[config.mk]
export PLATFORM = sky130hd
export DESIGN_NAME = lock_sequencer
export DESIGN_NICKNAME = d
export VERILOG_FILES = /design/src/rtl/lock_seq_defs_pkg.sv /design/src/rtl/lock_seq_timer.sv /design/src/rtl/lock_sequencer.sv
export SDC_FILE = /design/constraint.sdc
export NUM_CORES = 1
export LEC_CHECK = 0
export BUFFER_PORTS_ARGS = -buffer_cell sky130_fd_sc_hd__buf_4
export CORE_UTILIZATION = 56
export CTS_CLUSTER_SIZE = 20
export DETAILED_ROUTE_END_ITERATION = 10
export GPL_ROUTABILITY_DRIVEN = 0
export PLACE_DENSITY = 0.77
export REMOVE_ABC_BUFFERS = 1
export SLEW_MARGIN = 0
export SYNTH_ARGS = -nofsm -noshare
export SYNTH_HDL_FRONTEND = slang
export SYNTH_SLANG_ARGS = --single-unit
[constraint.sdc]
create_clock -name clk -period 2.31 [get_ports clk]
set_input_delay 0.231 -clock clk [delete_from_list [all_inputs] [get_ports clk]]
set_output_delay 0.231 -clock clk [all_outputs]
set_load 0.005 [all_outputs]
[src/rtl/lock_seq_defs_pkg.sv]
// Shared definitions for the code-lock sequencer: state encoding,
// default parameter values, stats width and timer sizing helpers.
package lock_seq_defs_pkg;

  typedef enum logic [2:0] {
    S_IDLE    = 3'd0,
    S_SHIFT   = 3'd1,
    S_WAIT    = 3'd2,
    S_FLUSH   = 3'd3,
    S_OPEN    = 3'd4,
    S_LOCKOUT = 3'd5
  } state_e;

  localparam int DEF_CODE_W         = 4;
  localparam int DEF_MAX_FAILS      = 3;
  localparam int DEF_RESP_TIMEOUT   = 4;
  localparam int DEF_FLUSH_CYCLES   = 2;
  localparam int DEF_RELOCK_CYCLES  = 32;
  localparam int DEF_LOCKOUT_CYCLES = 64;
  localparam int STATS_W            = 16;

  function automatic int max4(input int a, input int b,
                              input int c, input int d);
    int m;
    m = a;
    if (b > m) m = b;
    if (c > m) m = c;
    if (d > m) m = d;
    return m;
  endfunction

  // Timers are loaded with N-1, so N itself always fits.
  function automatic int tmr_width(input int a, input int b,
                                   input int c, input int d);
    int w;
    w = $clog2(max4(a, b, c, d) + 1);
    return (w < 1) ? 1 : w;
  endfunction

endpackage

[src/rtl/lock_seq_timer.sv]
// Loadable down-counter that stops at zero; done is high while the
// count is zero. Shared by the response, flush, open and lockout phases.
module lock_seq_timer #(
  parameter int W = 7
) (
  input  logic         clk,
  input  logic         reset,
  input  logic         load,
  input  logic [W-1:0] load_val,
  output logic         done
);

  logic [W-1:0] cnt_q;
  logic [W-1:0] cnt_d;

  always_comb begin
    cnt_d = cnt_q;
    if (load) begin
      cnt_d = load_val;
    end else if (cnt_q != '0) begin
      cnt_d = cnt_q - 1'b1;
    end
  end

  always_ff @(posedge clk) begin
    if (reset) begin
      cnt_q <= '0;
    end else begin
      cnt_q <= cnt_d;
    end
  end

  assign done = (cnt_q == '0);

endmodule

[src/rtl/lock_sequencer.sv]
// Feeds keypad codes MSB-first into the serial lock detector and judges
// its reply. LOCK_SEQ_STATS_EN adds attempt/lockout counters.
module lock_sequencer
  import lock_seq_defs_pkg::*;
#(
  parameter int CODE_W         = DEF_CODE_W,
  parameter int MAX_FAILS      = DEF_MAX_FAILS,
  parameter int RESP_TIMEOUT   = DEF_RESP_TIMEOUT,
  parameter int FLUSH_CYCLES   = DEF_FLUSH_CYCLES,
  parameter int RELOCK_CYCLES  = DEF_RELOCK_CYCLES,
  parameter int LOCKOUT_CYCLES = DEF_LOCKOUT_CYCLES,
  localparam int FW = $clog2(MAX_FAILS + 1)
) (
  input  logic              clk,
  input  logic              reset,
  input  logic              code_valid,
  input  logic [CODE_W-1:0] code_data,
  output logic              code_ready,
  output logic              lock_in,
  input  logic              lock_error,
  input  logic              lock_unlock,
  output logic              result_valid,
  output logic              result_ok,
  output logic              door_open,
  output logic              locked_out,
`ifdef LOCK_SEQ_STATS_EN
  output logic [STATS_W-1:0] attempt_count,
  output logic [STATS_W-1:0] lockout_count,
`endif
  output logic [FW-1:0]     fail_count
);

  localparam int TW = tmr_width(RESP_TIMEOUT, FLUSH_CYCLES,
                                RELOCK_CYCLES, LOCKOUT_CYCLES);
  localparam int BW = (CODE_W > 1) ? $clog2(CODE_W) : 1;

  localparam logic [TW-1:0] T_RESP  = TW'(RESP_TIMEOUT - 1);
  localparam logic [TW-1:0] T_FLUSH = TW'(FLUSH_CYCLES - 1);
  localparam logic [TW-1:0] T_OPEN  = TW'(RELOCK_CYCLES - 1);
  localparam logic [TW-1:0] T_LOCK  = TW'(LOCKOUT_CYCLES - 1);
  localparam logic [FW-1:0] F_MAX   = FW'(MAX_FAILS);

  state_e state_q, state_d;

  logic [CODE_W-1:0] sh_q, sh_d;
  logic [BW-1:0]     bit_cnt_q, bit_cnt_d;
  logic              lock_in_q, lock_in_d;
  logic              rv_q, rv_d;
  logic              ok_q, ok_d;
  logic [FW-1:0]     fc_q, fc_d;

  logic          tmr_load;
  logic [TW-1:0] tmr_val;
  logic          tmr_done;

  logic          accept;
  logic          in_wait;
  logic          go_ok;
  logic          go_fail;
  logic [FW-1:0] fc_inc;
  logic          to_lockout;

  lock_seq_timer #(
    .W(TW)
  ) u_timer (
    .clk     (clk),
    .reset   (reset),
    .load    (tmr_load),
    .load_val(tmr_val),
    .done    (tmr_done)
  );

  assign accept     = (state_q == S_IDLE) && code_valid;
  assign in_wait    = (state_q == S_WAIT);
  // Error dominates; silence until the timer drains also counts as failure.
  assign go_fail    = in_wait &&
                      (lock_error || (!lock_unlock && tmr_done));
  assign go_ok      = in_wait && !lock_error && lock_unlock;
  assign fc_inc     = (fc_q == F_MAX) ? fc_q : fc_q + 1'b1;
  assign to_lockout = go_fail && (fc_inc == F_MAX);

  always_ff @(posedge clk) begin
    if (reset) begin
      state_q <= S_IDLE;
    end else begin
      state_q <= state_d;
    end
  end

  always_comb begin
    state_d  = state_q;
    tmr_load = 1'b0;
    tmr_val  = '0;
    unique case (state_q)
      S_IDLE: begin
        if (accept) state_d = S_SHIFT;
      end
      S_SHIFT: begin
        if (bit_cnt_q == '0) begin
          state_d  = S_WAIT;
          tmr_load = 1'b1;
          tmr_val  = T_RESP;
        end
      end
      S_WAIT: begin
        if (go_ok) begin
          state_d  = S_OPEN;
          tmr_load = 1'b1;
          tmr_val  = T_OPEN;
        end else if (to_lockout) begin
          state_d  = S_LOCKOUT;
          tmr_load = 1'b1;
          tmr_val  = T_LOCK;
        end else if (go_fail) begin
          state_d  = S_FLUSH;
          tmr_load = 1'b1;
          tmr_val  = T_FLUSH;
        end
      end
      S_OPEN, S_LOCKOUT: begin
        if (tmr_done) begin
          state_d  = S_FLUSH;
          tmr_load = 1'b1;
          tmr_val  = T_FLUSH;
        end
      end
      S_FLUSH: begin
        if (tmr_done) state_d = S_IDLE;
      end
      default: state_d = S_IDLE;
    endcase
  end

  always_comb begin
    sh_d      = sh_q;
    bit_cnt_d = bit_cnt_q;
    lock_in_d = 1'b0;
    rv_d      = go_ok || go_fail;
    ok_d      = go_ok;
    fc_d      = fc_q;
    unique case (state_q)
      S_IDLE: begin
        if (accept) begin
          lock_in_d = code_data[CODE_W-1];
          sh_d      = code_data << 1;
          bit_cnt_d = BW'(CODE_W - 1);
        end
      end
      S_SHIFT: begin
        if (bit_cnt_q != '0) begin
          lock_in_d = sh_q[CODE_W-1];
          sh_d      = sh_q << 1;
          bit_cnt_d = bit_cnt_q - 1'b1;
        end
      end
      S_WAIT: begin
        if (go_ok) fc_d = '0;
        else if (go_fail) fc_d = fc_inc;
      end
      S_LOCKOUT: begin
        if (tmr_done) fc_d = '0;
      end
      default: ;
    endcase
  end

  always_ff @(posedge clk) begin
    if (reset) begin
      sh_q      <= '0;
      bit_cnt_q <= '0;
      lock_in_q <= 1'b0;
      rv_q      <= 1'b0;
      ok_q      <= 1'b0;
      fc_q      <= '0;
    end else begin
      sh_q      <= sh_d;
      bit_cnt_q <= bit_cnt_d;
      lock_in_q <= lock_in_d;
      rv_q      <= rv_d;
      ok_q      <= ok_d;
      fc_q      <= fc_d;
    end
  end

  assign code_ready   = (state_q == S_IDLE);
  assign door_open    = (state_q == S_OPEN);
  assign locked_out   = (state_q == S_LOCKOUT);
  assign lock_in      = lock_in_q;
  assign result_valid = rv_q;
  assign result_ok    = ok_q;
  assign fail_count   = fc_q;

`ifdef LOCK_SEQ_STATS_EN
  logic [STATS_W-1:0] att_q, att_d;
  logic [STATS_W-1:0] lko_q, lko_d;

  always_comb begin
    att_d = att_q;
    lko_d = lko_q;
    if (rv_d && (att_q != '1)) att_d = att_q + 1'b1;
    if (to_lockout && (lko_q != '1)) lko_d = lko_q + 1'b1;
  end

  always_ff @(posedge clk) begin
    if (reset) begin
      att_q <= '0;
      lko_q <= '0;
    end else begin
      att_q <= att_d;
      lko_q <= lko_d;
    end
  end

  assign attempt_count = att_q;
  assign lockout_count = lko_q;
`endif

endmodule

==> impl_metrics.csv, run 1 <==
group,metric,value,unit
place,dp_hpwl,2210,um
power,ir_drop,777,uV
logic_synthesis,yosys.area.top_type,"dfxtp_1",
floorplan,fp.dieH,49.1,um
timing,period_needed,1.90,ns
power,p_leak,0.000571,uW
setup_path,critPathSlowestCell,"dfxtp_1",
clock_tree,cts_resized,0,
global_route,grt_use_total,26.6,%
setup_path,path_cells,"and2b_1 -> nand2_1 -> inv_1 -> buf_4",
final_layout,final_cells,190,
clock_tree,cts_buffer_depth,2,
clock_tree,post_cts_buffers,0,
timing,slew_headroom,63.0,%
clock_tree,cts_root_buffer,"clkbuf_4",
logic_synthesis,ys.flop_type,"dfxtp_1",
logic_synthesis,synth_area,1240,um^2
global_route,grt_pass1_wl,4950,um
global_route,antenna_found_initial,0,
setup_path,start_kind,"register",
logic_synthesis,synth.most_common_cell,"dfxtp_1",
timing,skew,0.00478,ns
floorplan,ios,17,
floorplan,die-area,2410,um^2
clock_tree,postCtsHoldBufs,0,
setup_path,cp_top_family,"flip-flops",
logic_synthesis,synth_edf_count,0,
setup_path,crit_type,"register to output port",
floorplan,initial_core_util,61.3,%
setup_path,crit_buf_inv,2,
logic_synthesis,synthTopCellsByCount,"dfxtp_1, a21oi_1, inv_1, nand2_1, nor2_1",
logic_synthesis,synth_cell_types,52,
logic_synthesis,avgSynthCellArea,8.27,um^2
timing,drv_slew,0,
logic_synthesis,yosys-top-cells-area,"dfxtp_1, a21oi_1, ha_1, inv_1, nand2_1",
global_route,overflow,0,
timing,fin_crit_sh,82.1,%
final_layout,diodes,0,
global_route,grt_pass1_vias,1120,
place,dp_cells,186,
global_route,grt_max_degree,22,
final_layout,design_area,1400,um^2
final_layout,fin_util,69.2,%
timing,tns,0,ns
setup_path,crit_path_end_kind,"output port",
flow_run,cap_violations,0,
timing,final_hold_viol_count,0,
final_layout,layout.filler_cells,166,
outcome,status,"finished clean",
clock_tree,cts_tree,"yes",
timing,setup_violations,0,
route,ant_nets,0,
clock_tree,htree_levels,1,
route,drtIter0Drc,32,
place,place_area,1360,um^2
hold_path,hold_path.class,"primary input to register",
floorplan,die_w,49.1,um
logic_synthesis,synth_top_area_share,32.3,%
final_layout,syn2layout_area_growth,12.9,%
place,io_buffers,16,
setup_path,cpPeakStageDelay,0.65,ns
route,remaining_drc_errors,0,
final_layout,fin_nets,176,
setup_path,crit_arrival,1.67,ns
timing,grt_setup_unrepaired,"no",
route,wl_per_cell,15.5,um
route,via_count,1196,
setup_path,path_max_fanout,16,
final_layout,drive_gt1_share,19.6,%
floorplan,floorplan.rows,16,
logic_synthesis,synth_cells,150,
clock_tree,clock-sinks,20,
logic_synthesis,ys_ff_latch,20,
clock_tree,cts_buffers,3,
timing,fmax,0.527,GHz
setup_path,critPathRequiredTime,2.08,ns
logic_synthesis,ys_seq_area_share,32.3,%
floorplan,core-area,2020,um^2
clock_tree,clock_latency,0.31,ns
power,power_density,1310,nW/um^2
logic_synthesis,yosys_warnings,0,
route,first_pass_iters,4,
route,drt_wl_total,2950,um
route,vias_per_cell,6.29,
timing,worst_slew_pin_slew,0.554,ns
logic_synthesis,ys_async_sr_fraction,0,%
power,p_total,1840,uW
clock_tree,clk_pin_slew,0.12,ns
## per-layer routing
metal	track usage, %	part of all wire [%]	vias up
met5	0	0	-
met4	9.80	1.8	0
met3	2.49	4.0	6
met2	47.2	52	39
met1	33.3	42	566
li1	-	-	585
## flip-flops by register name, indices dropped and copies added, names as in the netlist
signal         cells
sh_q               3
u_timer.cnt_q      7
fail_count         2
result_valid       1
lock_in            1
result_ok          1
bit_cnt_q          2
state_q            3
## layout make-up
| class | instances | area, um^2 | area share [%] |
|---|---|---|---|
| inverter | 10 | 37.5 | 2.68 |
| clock buffer | 4 | 36.3 | 2.59 |
| timing repair buffer | 16 | 120 | 8.58 |
| tap | 27 | 33.8 | 2.41 |
| sequential | 20 | 400 | 28.6 |
| multi-input combinational | 113 | 772 | 55.1 |
## report_power, final
part | switching [uW] | internal, uW | leakage [uW] | total [uW]
Sequential | 156 | 456 | 0.000164 | 612
Combinational | 554 | 459 | 0.000385 | 1010
Clock | 115 | 96.4 | 0.0000210 | 211
## cell usage in the layout, fill, tap and decap left out, drive strengths merged, types with 2 or more instances in the layout
master / synthesis / routed
clkbuf: 3 / 4
buf: 4 / 16
nor2b: 3 / 3
a21oi: 12 / 12
a311oi: 2 / 2
a31oi: 3 / 3
nand2b: 5 / 5
nand3: 6 / 6
dfxtp: 20 / 20
inv: 10 / 10
o21bai: 2 / 2
nor3b: 3 / 3
xor2: 3 / 3
nand2: 11 / 11
o21ai: 6 / 6
a211oi: 4 / 4
o221a: 2 / 2
o211ai: 3 / 3
o31ai: 2 / 2
nor2: 12 / 12
ha: 3 / 3
a21boi: 2 / 2
nor3: 7 / 7
## final timing paths
kind | startpoint | to | slack (ns) | cells past startpoint
worst max register to register | u_timer.cnt_q[0] | state_q[0] | 0.44 | 6
worst max-delay path | state_q[2] | locked_out | 0.41 | 4
worst min register to register | bit_cnt_q[0] | bit_cnt_q[0] | 0.46 | 1
worst min-delay path | code_data[0] | sh_q[1] | 0.18 | 3
## logic make-up (layout without fill, tap and decap cells)
kind of cell | Yosys count | in the layout | share of synthesized area [%]
DFF | 20 | 20 | 32.3
and+or+nand+nor | 57 | 57 | 27.3
xor gates and xnor gates | 4 | 4 | 2.83
buffers and inverters | 17 | 30 | 5.45
adders and majority gates | 3 | 3 | 3.03
AOI/OAI and AO/OA | 49 | 49 | 29.1
## metrics by stage
step | hold slack (ns) | setup slack [ns]
floorplan | 0.297 | 0.663
global placement | 0.448 | 0.572
detailed placement | 0.453 | 0.495
CTS | 0.187 | 0.441
global route | 0.190 | 0.259
finish | 0.181 | 0.412
## worst register-to-register path, cell delays in order, from the launching register on
cell	delay [ns]
dfxtp_1	0.36
inv_1	0.09
ha_1	0.18
nor4b_4	0.35
nand2_2	0.22
a221o_1	0.38
a221oi_2	0.21
Note: power is estimated with default switching activity, not from simulation.
==> run 2: changes to the inputs <==
Settings changed: CORE_UTILIZATION 56 to 50, PLACE_DENSITY 0.77 to 0.73.
Clock period 2.31 ns to 1.7 ns, I/O delays scaled along.
==> run 2 against run 1 <==
Non-clock buffer count grew 15. Sequential cell count is the same. Critical path type is now register to register. Combinational power grew 71%.
==> impl_metrics.csv, run 2 (same netlist as run 1, synthesis figures left out) <==
group,metric,value,unit
final_layout,final_cell_mix,"buf_4, dfxtp_1, a21oi_1, nand2_1, nor2_1",
final_layout,max_flop_register,"u_timer.cnt_q",
setup_path,critPathRequiredTime,1.91,ns
route,wl_per_cell,15.4,um
timing,layout_setup_ws,0.0240,ns
setup_path,path_cells,"inv_2 -> ha_4 -> or4b_4 -> o31ai_4 -> nand2_1 -> o221a_1",
global_route,grt_pass1_wl,5110,um
route,ant_nets,0,
clock_tree,cts_tree,"yes",
timing,holdWs,0.119,ns
power,ir_drop,1140,uV
global_route,overflow,0,
timing,grt_setup_unrepaired,"yes",
place,dp_hpwl,2260,um
clock_tree,clock-sinks,20,
final_layout,drive_gt1_share,32.2,%
place,io_buffers,16,
setup_path,crit_arrival,1.89,ns
final_layout,largest_reg_flops,7,
clock_tree,htree_levels,1,
timing,fmax,0.597,GHz
final_layout,syn2layout_area_growth,25.2,%
final_layout,layout_commonest_cell,"buf_4",
timing,slew_headroom,66.3,%
flow_run,cap_violations,0,
route,drt_wl_total,3160,um
setup_path,crit_path_end_kind,"register",
final_layout,layout.filler_cells,200,
place,place_ws,-0.00623,ns
floorplan,fp.dieH,51.8,um
global_route,grt_pass1_vias,1154,
setup_path,start_kind,"register",
setup_path,crit_type,"register to register",
outcome,status,"finished clean",
timing,final_hold_viol_count,0,
clock_tree,cts_buffers,3,
clock_tree,cts_buffer_depth,2,
global_route,antenna_found_initial,0,
clock_tree,clock_latency,0.31,ns
timing,setup_violations,0,
power,p_leak,0.000649,uW
route,via_count,1221,
clock_tree,clk_pin_slew,0.11,ns
place,dp_cells,200,
power,power_density,1780,nW/um^2
floorplan,ios,17,
route,vias_per_cell,5.96,
final_layout,fin_nets,191,
route,first_pass_iters,5,
setup_path,r2r_slack,0.02,ns
final_layout,final_cells,205,
floorplan,core-area,2280,um^2
route,drtIter0Drc,29,
final_layout,diodes,0,
timing,fin_crit_sh,98.6,%
global_route,grt_use_total,25.8,%
setup_path,cpPeakStageDelay,0.50,ns
timing,skew,0.00633,ns
final_layout,fin_util,68.2,%
clock_tree,cts_root_buffer,"clkbuf_4",
timing,worst_slew_pin_slew,0.498,ns
floorplan,die-area,2680,um^2
hold_path,hold_path.class,"primary input to register",
clock_tree,postCtsHoldBufs,0,
setup_path,path_max_fanout,4,
global_route,grt_max_degree,22,
timing,drv_slew,0,
final_layout,top_regs,"u_timer.cnt_q (7), sh_q (3), state_q (3)",
floorplan,initial_core_util,54.5,%
setup_path,critPathSlowestCell,"or4b_4",
power,p_total,2760,uW
route,remaining_drc_errors,0,
timing,period_needed,1.68,ns
floorplan,die_w,51.8,um
floorplan,floorplan.rows,17,
[run 2: cell types whose count changed in the layout (fill, tap and decap cells not counted), moves of 2 or more]
cell,before,now
inv_2,0,2
inv_1,10,8
dfxtp_1,20,17
buf_4,16,31
dfxtp_2,0,3
[run 2: cell type report]
class / count / area, um^2 / area share, %
Clock buffer: 3 / 22.5 / 1.45
Inverter: 10 / 37.5 / 2.42
Multi-Input combinational cell: 113 / 821 / 52.9
Sequential cell: 20 / 404 / 26.0
Tap cell: 28 / 35.0 / 2.26
Timing Repair Buffer: 31 / 233 / 15.0
[run 2: metal layers]
metal	wire length (um)	global-route usage (%)
met2	1650	45.9
met1	1320	31.4
met4	43	10.4
met3	142	2.63
met5	0	0
[run 2: stage by stage]
| step | area [um^2] | TNS (ns) |
|---|---|---|
| after floorplan | 1210 | 0 |
| after global placement | 1460 | 0 |
| after detailed placement | 1460 | -0.00623 |
| after CTS | 1500 | -0.00665 |
| after global routing | 1550 | -0.101 |
| final | 1550 | 0 |
[run 2: final timing paths]
path | startpoint | endpoint | depth (start not counted)
hold / removal | code_data[0] | sh_q[1] | 3
hold reg to reg | sh_q[1] | sh_q[1] | 2
setup reg to reg | u_timer.cnt_q[0] | u_timer.cnt_q[1] | 6
setup / recovery | u_timer.cnt_q[0] | u_timer.cnt_q[1] | 6
[run 2: report_power, final]
| part | leakage [uW] | internal, uW | switching, uW |
|---|---|---|---|
| Clock | 0.0000138 | 82.9 | 146 |
| Combinational | 0.000470 | 834 | 898 |
| Sequential | 0.000165 | 625 | 177 |
| Total | 0.000649 | 1540 | 1220 |
[run 2: critical path: cells and delay by family (launching register included)]
family	cells	cell delay (ns)
compound gates	2	0.45
fa+ha+maj	1	0.13
buf+inv	1	0.07
flops	1	0.34
simple gates	2	0.58
[run 2: what timing repair did]
item	in CTS	in global routing
pin swaps	0	1
hold endpoints to repair	0	0
buffers inserted	0	2
endpoints found under the setup margin	2	13
gates resized for setup	3	11
